## config.mk

```make
export PLATFORM = sky130hd
export DESIGN_NAME = data_mem_arbiter
export DESIGN_NICKNAME = d
export VERILOG_FILES = /design/src/rtl/data_mem_ctrl_pkg.sv /design/src/rtl/rr_arbiter2.sv /design/src/rtl/data_mem_arbiter.sv
export SDC_FILE = /design/constraint.sdc
export NUM_CORES = 1
export LEC_CHECK = 0
export ABC_CLOCK_PERIOD_IN_PS = 1500
export CORE_MARGIN = 3
export CORE_UTILIZATION = 30
export CTS_BUF_LIST = sky130_fd_sc_hd__clkbuf_8
export DETAILED_ROUTE_END_ITERATION = 10
export MAX_ROUTING_LAYER = met4
export PLACE_DENSITY = 0.68
export SYNTH_ARGS = -nofsm -noshare
export SYNTH_HDL_FRONTEND = slang
export SYNTH_SLANG_ARGS = --single-unit
```

## constraint.sdc

```tcl
create_clock -name clk -period 1.5 [get_ports clk]
set_clock_uncertainty 0.1 [all_clocks]
set_input_delay 0.3 -clock clk [delete_from_list [all_inputs] [get_ports clk]]
set_output_delay 0.3 -clock clk [all_outputs]
set_load 0.05 [all_outputs]
```

## src/rtl/data_mem_ctrl_pkg.sv

```systemverilog
// Shared types and defaults for the two-requester data_mem arbiter.
package data_mem_ctrl_pkg;

  localparam int unsigned DATA_W_DEF = 8;
  localparam int unsigned ADDR_W_DEF = 8;

  typedef enum logic [1:0] {
    IDLE  = 2'd0,
    ISSUE = 2'd1,
    WAIT  = 2'd2,
    RESP  = 2'd3
  } state_t;

  typedef logic req_id_t;

  localparam req_id_t REQ0 = 1'b0;
  localparam req_id_t REQ1 = 1'b1;

endpackage

```

## src/rtl/rr_arbiter2.sv

```systemverilog
// Two-way round-robin grant: a lone requester wins, a tie goes to the one not granted last.
module rr_arbiter2
  import data_mem_ctrl_pkg::*;
(
  input  logic    i_valid0,
  input  logic    i_valid1,
  input  req_id_t i_last_grant,
  output logic    o_grant_valid,
  output req_id_t o_grant
);

  always_comb begin
    o_grant_valid = i_valid0 | i_valid1;
    o_grant       = REQ0;
    if (i_valid0 && i_valid1) begin
      o_grant = (i_last_grant == REQ0) ? REQ1 : REQ0;
    end else if (i_valid1) begin
      o_grant = REQ1;
    end
  end

endmodule

```

## src/rtl/data_mem_arbiter.sv

```systemverilog
// Round-robin arbiter giving two requesters single-word access to data_mem
// through a fixed IDLE -> ISSUE -> WAIT -> RESP sequence.
module data_mem_arbiter
  import data_mem_ctrl_pkg::*;
#(
  parameter int unsigned DATA_W = DATA_W_DEF,
  parameter int unsigned ADDR_W = ADDR_W_DEF
) (
  input  logic              clk,
  input  logic              reset,
  input  logic              reqValid0,
  input  logic              reqValid1,
  output logic              reqReady0,
  output logic              reqReady1,
  input  logic              reqWrite0,
  input  logic              reqWrite1,
  input  logic [ADDR_W-1:0] reqAddr0,
  input  logic [ADDR_W-1:0] reqAddr1,
  input  logic [DATA_W-1:0] reqWdata0,
  input  logic [DATA_W-1:0] reqWdata1,
  output logic              rspValid0,
  output logic              rspValid1,
  output logic [DATA_W-1:0] rspData0,
  output logic [DATA_W-1:0] rspData1,
  output logic [ADDR_W-1:0] memAddress,
  output logic [DATA_W-1:0] memDataInput,
  output logic              memWriteEn,
  input  logic [DATA_W-1:0] memDataOutput,
  output logic              busy
);

  state_t            r_state;
  state_t            w_next_state;
  req_id_t           r_last_grant;
  req_id_t           r_owner;
  req_id_t           w_grant;
  logic              w_grant_valid;
  logic              w_accept;
  logic              r_write;
  logic [ADDR_W-1:0] r_addr;
  logic [DATA_W-1:0] r_wdata;
  logic [DATA_W-1:0] r_rsp_data0;
  logic [DATA_W-1:0] r_rsp_data1;
  logic              w_sel_write;
  logic [ADDR_W-1:0] w_sel_addr;
  logic [DATA_W-1:0] w_sel_wdata;

  rr_arbiter2 u_arb (
    .i_valid0      (reqValid0),
    .i_valid1      (reqValid1),
    .i_last_grant  (r_last_grant),
    .o_grant_valid (w_grant_valid),
    .o_grant       (w_grant)
  );

  assign w_accept = (r_state == IDLE) && w_grant_valid;

  always_comb begin
    w_sel_write = reqWrite0;
    w_sel_addr  = reqAddr0;
    w_sel_wdata = reqWdata0;
    if (w_grant == REQ1) begin
      w_sel_write = reqWrite1;
      w_sel_addr  = reqAddr1;
      w_sel_wdata = reqWdata1;
    end
  end

  always_ff @(posedge clk or posedge reset) begin
    if (reset) begin
      r_state <= IDLE;
    end else begin
      r_state <= w_next_state;
    end
  end

  always_comb begin
    w_next_state = r_state;
    case (r_state)
      IDLE:    if (w_accept) w_next_state = ISSUE;
      ISSUE:   w_next_state = WAIT;
      WAIT:    w_next_state = RESP;
      RESP:    w_next_state = IDLE;
      default: w_next_state = IDLE;
    endcase
  end

  // Ready is also gated by reset so it reads low while reset is held, not just after.
  always_comb begin
    reqReady0  = 1'b0;
    reqReady1  = 1'b0;
    rspValid0  = 1'b0;
    rspValid1  = 1'b0;
    memWriteEn = 1'b0;
    busy       = 1'b1;
    case (r_state)
      IDLE: begin
        busy      = 1'b0;
        reqReady0 = !reset && w_grant_valid && (w_grant == REQ0);
        reqReady1 = !reset && w_grant_valid && (w_grant == REQ1);
      end
      ISSUE:   memWriteEn = r_write;
      WAIT:    memWriteEn = 1'b0;
      RESP: begin
        rspValid0 = (r_owner == REQ0);
        rspValid1 = (r_owner == REQ1);
      end
      default: busy = 1'b1;
    endcase
  end

  always_ff @(posedge clk or posedge reset) begin
    if (reset) begin
      r_last_grant <= REQ1;
      r_owner      <= REQ0;
      r_write      <= 1'b0;
      r_addr       <= '0;
      r_wdata      <= '0;
      r_rsp_data0  <= '0;
      r_rsp_data1  <= '0;
    end else begin
      if (w_accept) begin
        r_last_grant <= w_grant;
        r_owner      <= w_grant;
        r_write      <= w_sel_write;
        r_addr       <= w_sel_addr;
        r_wdata      <= w_sel_wdata;
      end
      if (r_state == WAIT) begin
        if (r_owner == REQ0) begin
          r_rsp_data0 <= r_write ? r_wdata : memDataOutput;
        end else begin
          r_rsp_data1 <= r_write ? r_wdata : memDataOutput;
        end
      end
    end
  end

  assign memAddress   = r_addr;
  assign memDataInput = r_wdata;
  assign rspData0     = r_rsp_data0;
  assign rspData1     = r_rsp_data1;

endmodule

```

# After elaboration in Yosys (flattened, before gate mapping)

Cells that the tools add are included.

Register bits after elaboration: 37
Output and inout bits: 38

Reduce and logical (&&, ||, !) cells: 9
Multiplexer cells: 15
Equality and inequality tests: 4
Bitwise logic cells: 3

Operator list:

| kind                 | number |
|---|---|
| $mux W8              | 3 |
| $mux W1              | 10 |
| $pmux W2 S4          | 1 |
| $logic_and A1 B1 Y1  | 5 |
| $eq A2 B2 Y1 const B | 2 |
| $reduce_and A2 Y1    | 2 |
| $eq A2 B1 Y1 const B | 1 |
| $logic_not A2 Y1     | 1 |
| $mux W2              | 1 |
| $ne A2 B2 Y1 const B | 1 |
| $not A1 Y1           | 2 |
| $logic_not A1 Y1     | 1 |
| $or A1 B1 Y1         | 1 |

# Logic depth before layout (Yosys ltp)

Gate-level depths: netlist of the first run.

Depth in word-level cells: 5
Gate-level depth with buffers: 7

# Cells and area by module

From an unflattened synthesis of the first run, not the netlist that was laid out.

Cell total of the unflattened synthesis: 167
Area total of the unflattened synthesis: 1,869.3 µm²

By module, submodules not included:

| module           | area each (µm²) | cells each | sequential area each (µm²) | times used |
|---|---|---|---|---|
| data_mem_arbiter | 1,855.5         | 165        | 927.1                      | 1 |
| rr_arbiter2      | 13.8            | 2          | 0.0                        | 1 |

# Worst setup path before layout of the first run

OpenSTA, ideal clock, no wires.

Kind: register to output
Start: reg r_state[0]
End: out reqReady0
Buffers on the path: 1
Required time: 1.100 ns
Setup slack: -0.945 ns
Arrival: 2.045 ns
Stages on the path, launching flop included: 6
Path through: dfrtp_1 > inv_1 > ha_1 > o21ai_0 > buf_2 > nor3_1

Word-level cells in the longest chain between the ends: 2

RTL lines:

| what                   | RTL line               | source |
|---|---|---|
| from (decl)            | data_mem_arbiter.sv:32 | `state_t r_state;` |
| from (signal assigned) | data_mem_arbiter.sv:73 | `r_state <= w_next_state;` |
| $logic_not A2 Y1       | data_mem_arbiter.sv:96 | `case (r_state)` |
| $mux W1                | data_mem_arbiter.sv:96 |  |
| to (decl)              | data_mem_arbiter.sv:13 | `output logic reqReady0,` |

Every way passes these cells.

# Worst setup path in the final report of the first run

Start: reg r_state[0]
End: out busy

Word-level cells in the longest chain between the ends: 2

RTL lines:

| what             | RTL line               | source |
|---|---|---|
| $logic_not A2 Y1 | data_mem_arbiter.sv:96 |  |
| $mux W1          | data_mem_arbiter.sv:96 |  |
| to (decl)        | data_mem_arbiter.sv:29 | `output logic busy` |

Every way passes these cells.

==> summary.txt, run 1 <==
Synthesis
  – Mapped cell area: 0.00174 sq mm
  – Yosys cell types: 25
  – Gate Count Post-Synth: 184
  – Sequential-to-total area share from yosys stat: 53.3%
  – Most numerous cell in the Yosys netlist: a21oi_1
  – #FFs+latches synth: 37
  – Syn nets: 235
  – Syn Area/Cell: 9.45 sq um
  – Leading area contributor after synthesis: dfrtp_1
  – EDFF count, synth: 0
  – Most instantiated cells after synthesis: 44 x a21oi_1, 36 x dfrtp_1, 26 x nand2_1
  – Post-synth top area share: 51.8%
  – Synth top area cells: dfrtp_1 52%, a21oi_1 13%, nand2_1 5.6%
  – Ys flop type: dfrtp_1
  – Share of flip-flops with an asynchronous set or reset: between 90% and 100%
  – Warnings from Yosys: 0

Route
  – Vias: between 1.5k and 2k
  – Pre-antenna DRT Iters: 4
  – Drc violations: 0
  – Detail Route Antenna Nets: 0
  – Wire per inst: 14.2 microns
  – DRT Wirelength: 5110 microns
  – DRT iter0 DRCs: 44
  – Vias/cell: 4.68

Final layout
  – Final nets: 338
  – Final core utilization: 61.2%
  – Design area: around 0.0034 sq mm
  – # diodes: 0
  – Layout cell share with drive strength beyond 1: 33.7%
  – Non-Filler Instances: 360
  – Area Growth Syn to Fin: 95.2%
  – Fill count: between 400 and 500

Global routing
  – All-Layer GR Usage: 15.5%
  – Vias in the first global route: 1,568
  – Largest net degree at the start of global routing: 23
  – Global route overflow: 0
  – Initial antenna violation count: 0
  – First-pass GRT wire length: between 7000 and 8000 microns

Run
  – Number of max-cap violations: 0

Hold path
  – Hold Crit Class: in -> reg

Timing
  – Fin crit period: around 1.7 ns
  – Tcrit/Tclk final: 114%
  – Worst Tran Pin Value: 0.280 ns
  – Final hold violation count: 0
  – Final setup vio count: 8
  – Final Worst Setup Slack: -0.217 ns
  – Hold_ws: 0.428 ns
  – F_max: 0.582 GHz
  – Slew Viols, Final: 0
  – RSZ-0062 raised after global routing: yes
  – Worst slew margin: approximately four fifths

Floorplan
  – Starting Density: 31.4%
  – Die W: 82.1 microns
  – I/O pin total: 84
  – Chip Height: a little over 80 microns
  – Core area: 0.00554 sq mm
  – Row count: 27
  – Die ar.: 0.00674 sq mm

Setup path
  – Critical path fanouts, max: 4
  – Setup CP Type: reg -> out
  – Nature of the critical path endpoint: primary output
  – Worst Path Arrival: 1.32 ns
  – Worst Path Required: 1.10 ns
  – CP Launch Type: register

Pwr
  – P_sw: 3890 uW
  – Peak supply drop: 1.09 mV
  – Cell internal pwr: 4710 uW
  – Share of power burned in registers: around 24%
  – PD cells: roughly 2500 mW/mm^2
  – Sw frac: 45.2%
  – Clock power share: 8.0%
  – P_leak: 0.00152 uW
  – Comb pwr share: 67.6%

Placed design
  – GP Congestion: 0.717
  – Final HPWL DP: approximately 4000 microns
  – # port buffers: 83
  – Dpl cells: 347
  – Area after DPL: ~0.0032 sq mm
  – DP Worst Slack: -0.461 ns

Clock tree
  – Hold buffers post-CTS: 0
  – CTS clk-pin slew, worst paths: about 0.080 ns
  – CTS Buf Count: 5
  – Clock Latency Late Sink: 0.29 ns
  – Root Buffer: clkbuf_8
  – Deepest clock path buffer count: 2
  – Clk sinks: 37
  – H-tree Lvls: 2
  – CTS tree: built

Status
  – Status: finished, violations left
  – Failing checks: negative setup slack
[layer usage]
| metal | vias up | GRT usage [%] | part of all wire [%] |
|---|---|---|---|
| li1 | 828 | - | - |
| met1 | 797 | 16.5 | 37 |
| met2 | 53 | 26.6 | 54 |
| met3 | 6 | 6.40 | 7.7 |
| met4 | 0 | 4.49 | 1.1 |
| met5 | - | - | 0 |
[worst max-delay path, cell delays in order (launching register included)]
cell and delay (ns):
dfrtp_1 0.37, inv_2 0.06, ha_4 0.17, buf_4 0.13, buf_6 0.12, inv_4 0.06
buf_12 0.12
[flip-flops by register name, indices dropped and copies added, names as in the netlist]
signal and cells:
memDataInput 8, rspData1 8, r_owner 1, r_write 1, memAddress 8, r_state 2
rspData0 8, r_last_grant 1
[repair_timing]
item	CTS	global route
setup buffers	2	2
setup endpoints to repair	26	38
gates cloned	0	1
pin swaps	2	0
gates resized for setup	13	22
[path summary, 6_finish.rpt]
path	from	end	slack, ns	depth (start not counted)
max	r_state[0]	busy	-0.22	6
min	reqValid1	r_last_grant	0.43	3
max reg2reg	r_state[0]	r_state[1]	-0.08	6
min reg2reg	rspData0[7]	rspData0[7]	0.45	2
max in group asynchronous	reset	r_last_grant	0.59	3
min in group asynchronous	reset	memAddress[5]	0.46	3
[cell usage in the layout, fill, tap and decap left out, types with 2 or more instances in the layout]
cell and instances:
dfrtp_1 36, nor2_1 20, dlygate4sd2_1 2, buf_6 4
ha_2 2, clkinv_2 2, o21ai_1 7, clkdlybuf4s50_1 43
buf_4 18, and2_4 3, o21ai_0 2, buf_12 39
nor2_2 5, a21oi_1 44, inv_2 2, nor3_4 2
nand2_1 26, mux2i_1 8, ha_4 2, clkbuf_8 5
[logic make-up (layout without fill, tap and decap cells)]
family / after synthesis / after routing / synth area share [%]
simple gates: 60 / 60 / 14.4
mux: 9 / 9 / 5.26
flops: 37 / 37 / 53.3
buf+inv: 15 / 119 / 5.40
fa+ha+maj: 5 / 5 / 3.60
compound gates: 58 / 58 / 18.0
[stage by stage]
| stage | total power (uW) | TNS [ns] |
|---|---|---|
| 2_1_floorplan | 4730 | -0.377 |
| 3_3_place_gp | 7480 | -7.74 |
| 3_5_place_dp | 7570 | -8.31 |
| 4_1_cts | 8390 | -1.29 |
| 5_1_grt | 9070 | -2.30 |
| 6_report | 8600 | -1.34 |
[layout make-up]
cell class / instances / area (sq um) / share of cell area [%]
Tap cell: 72 / 90.1 / 2.65
Inverter: 4 / 17.5 / 0.516
Multi-Input combinational cell: 132 / 838 / 24.7
Clock inverter: 3 / 17.5 / 0.516
Sequential cell: 37 / 927 / 27.3
Timing Repair Buffer: 107 / 1430 / 42.3
Clock buffer: 5 / 68.8 / 2.03
[power groups by stage]
stage	combinational, uW	sequential (uW)	clock, uW
finish	5820	2100	688
global route	6130	2170	762
CTS	5600	2100	703
detailed placement	5460	2110	0
floorplan	1490	3240	0
global placement	5390	2080	0
No activity file was read; power rests on OpenSTA's default activity.
==> run 2: changes to the inputs <==
Settings changed: CELL_PAD_IN_SITES_DETAIL_PLACEMENT set to 1, CELL_PAD_IN_SITES_GLOBAL_PLACEMENT set to 1, CORE_UTILIZATION 30 to 27, HOLD_SLACK_MARGIN set to 0.03, PLACE_DENSITY 0.68 to 0.81.
==> run 2 against run 1 <==
Compared with the run above:
- the run still ends with negative setup slack left
- design area increased by 0.48%
- utilization is 5.0 points lower
- count of clock-buffer cells in the layout increased by 1
- setup slack hardly changed
==> summary.txt, run 2 (synthesis gave the netlist of run 1 again) <==
Status
  – Status: finished, violations left
  – Failing checks: negative setup slack

Timing
  – Final hold violation count: 0
  – RSZ-0062 raised after global routing: yes
  – Tcrit/Tclk final: 115%
  – Slew Viols, Final: 0
  – Worst slew margin: 79.4%
  – Fin crit period: roughly 1.7 ns
  – F_max: about 0.58 GHz
  – Final Worst Setup Slack: -0.218 ns
  – Worst Tran Pin Value: between 0.3 and 0.4 ns
  – Final setup vio count: 7

Floorplan
  – Die ar.: about 0.0074 sq mm
  – Starting Density: 28.7%
  – Row count: 28
  – I/O pin total: 84
  – Core area: just over 0.006 sq mm
  – Die W: 86.2 microns
  – Chip Height: 86.2 microns

Route
  – Vias: 1,724
  – Pre-antenna DRT Iters: 4
  – Detail Route Antenna Nets: 0
  – Vias/cell: 4.79
  – Drc violations: 0
  – Wire per inst: 16.9 microns
  – DRT Wirelength: 6090 microns
  – DRT iter0 DRCs: 55

Placed design
  – Final HPWL DP: 4520 microns
  – DP Worst Slack: -0.391 ns
  – Area after DPL: 0.00314 sq mm
  – Dpl cells: 349
  – GP Congestion: 0.790
  – # port buffers: 83

Final layout
  – Area Growth Syn to Fin: 96.2%
  – Layout cell share with drive strength beyond 1: 36.5%
  – Non-Filler Instances: 360
  – # diodes: 0
  – Final nets: 336
  – Sequential cell area: 927 sq um
  – Design area: 0.00341 sq mm
  – Multi-input gate area: 896 sq um
  – Fill count: 627
  – Most common cell after layout, fill and taps aside: clkdlybuf4s50_1
  – Final core utilization: 56.3%
  – Commonest non-fill, non-tap cells in the layout: 43 x clkdlybuf4s50_1, 38 x buf_12, 36 x dfrtp_1, 29 x a21oi_1, 26 x nand2_1

Clock tree
  – Deepest clock path buffer count: 2
  – Clock Latency Late Sink: 0.28 ns
  – CTS Buf Count: 5
  – CTS clk-pin slew, worst paths: 0.07 ns
  – Clk sinks: 37
  – Root Buffer: clkbuf_8
  – CTS tree: built
  – H-tree Lvls: 2

Pwr
  – PD cells: approximately 2500 mW/mm^2
  – P_leak: approximately 0.0015 uW
  – Tot Pwr: roughly 8700 uW
  – Peak supply drop: 1.51 mV

Setup path
  – CP Launch Type: register
  – Critical path fanouts, max: 3
  – Worst Path Arrival: about 1.3 ns
  – Setup CP Type: reg -> out
  – Worst Path Required: 1.10 ns
  – Worst Reg2Reg Path Length in Cells: 5
  – CP peak stage delay: 0.40 ns
  – Worst flop-to-flop path startpoint: r_state[0]
  – Worst R2R End: r_state[1]
  – Reg2Reg Setup Slack: -0.06 ns
  – CP Cell Sequence: inv_2, ha_4, o21ai_4, nor3_4, buf_6
  – Slowest CP cell: dfrtp_1
  – Nature of the critical path endpoint: primary output

Global routing
  – Initial antenna violation count: 0
  – All-Layer GR Usage: 16.2%
  – First-pass GRT wire length: slightly above 9000 microns
  – Largest net degree at the start of global routing: 21
  – Vias in the first global route: 1,872
  – Global route overflow: 0

Hold path
  – Hold Crit Class: in -> async

Run
  – Number of max-cap violations: 0
[run 2: cell types whose count changed in the layout (fill, tap and decap cells not counted), sizes merged]
cell,change
and2,+1
inv,+1
clkinv,-2
clkinvlp,-1
buf,-2
[run 2: power by group]
group | leakage, uW | internal, uW | switching, uW
registers | 0.000416 | 1510 | 614
clock network | 0.0000485 | 358 | 332
logic | 0.00103 | 2810 | 3030
total | 0.00149 | 4680 | 3980
[run 2: layout make-up]
cell class                      count  area share (%)
Tap cell                           75            2.75
Multi-Input combinational cell    133            26.3
Clock buffer                        6            2.42
Timing Repair Buffer              104            40.7
Clock inverter                      1           0.110
Inverter                            4           0.514
Sequential cell                    37            27.2
[run 2: worst max path at each step]
stage	from	end	slack, ns	depth (start not counted)
3_3_place_gp	reqValid1	reqReady1	-0.39	4
4_1_cts	r_state[0]	reqReady0	-0.24	5
5_1_grt	r_state[0]	reqReady1	-0.29	5
3_5_place_dp	reqValid1	reqReady1	-0.39	4
2_1_floorplan	r_state[1]	reqReady0	-0.20	5
6_report	r_state[0]	reqReady0	-0.22	5
[run 2: metrics by stage]
| step | TNS (ns) | hold slack, ns |
|---|---|---|
| 2_1_floorplan | -0.377 | 0.270 |
| 3_3_place_gp | -6.45 | 0.422 |
| 3_5_place_dp | -7.54 | 0.433 |
| 4_1_cts | -1.25 | 0.449 |
| 5_1_grt | -2.07 | 0.464 |
| 6_report | -1.24 | 0.442 |
[run 2: what timing repair did]
| item | in CTS | in global routing |
|---|---|---|
| hold buffers | 0 | 0 |
| endpoints found under the setup margin | 31 | 35 |
| buffers inserted | 3 | 0 |
| cloned | 0 | 1 |
| pin swaps | 2 | 0 |
| resized for setup | 17 | 26 |
[run 2: worst max-delay path: cells and delay by family, from the launching register on]
kind / cells / cell delay, ns
AOI/OAI and AO/OA: 1 / 0.08
adders and majority gates: 1 / 0.15
buffers and inverters: 2 / 0.27
DFF: 1 / 0.40
and+or+nand+nor: 1 / 0.14
[run 2: metal layers]
metal	wire length, microns	global-route usage [%]	up-vias
li1	-	-	818
met1	2540	18.6	847
met2	3190	28.6	53
met4	72	4.25	0
met3	286	3.61	6
met5	0	-	-
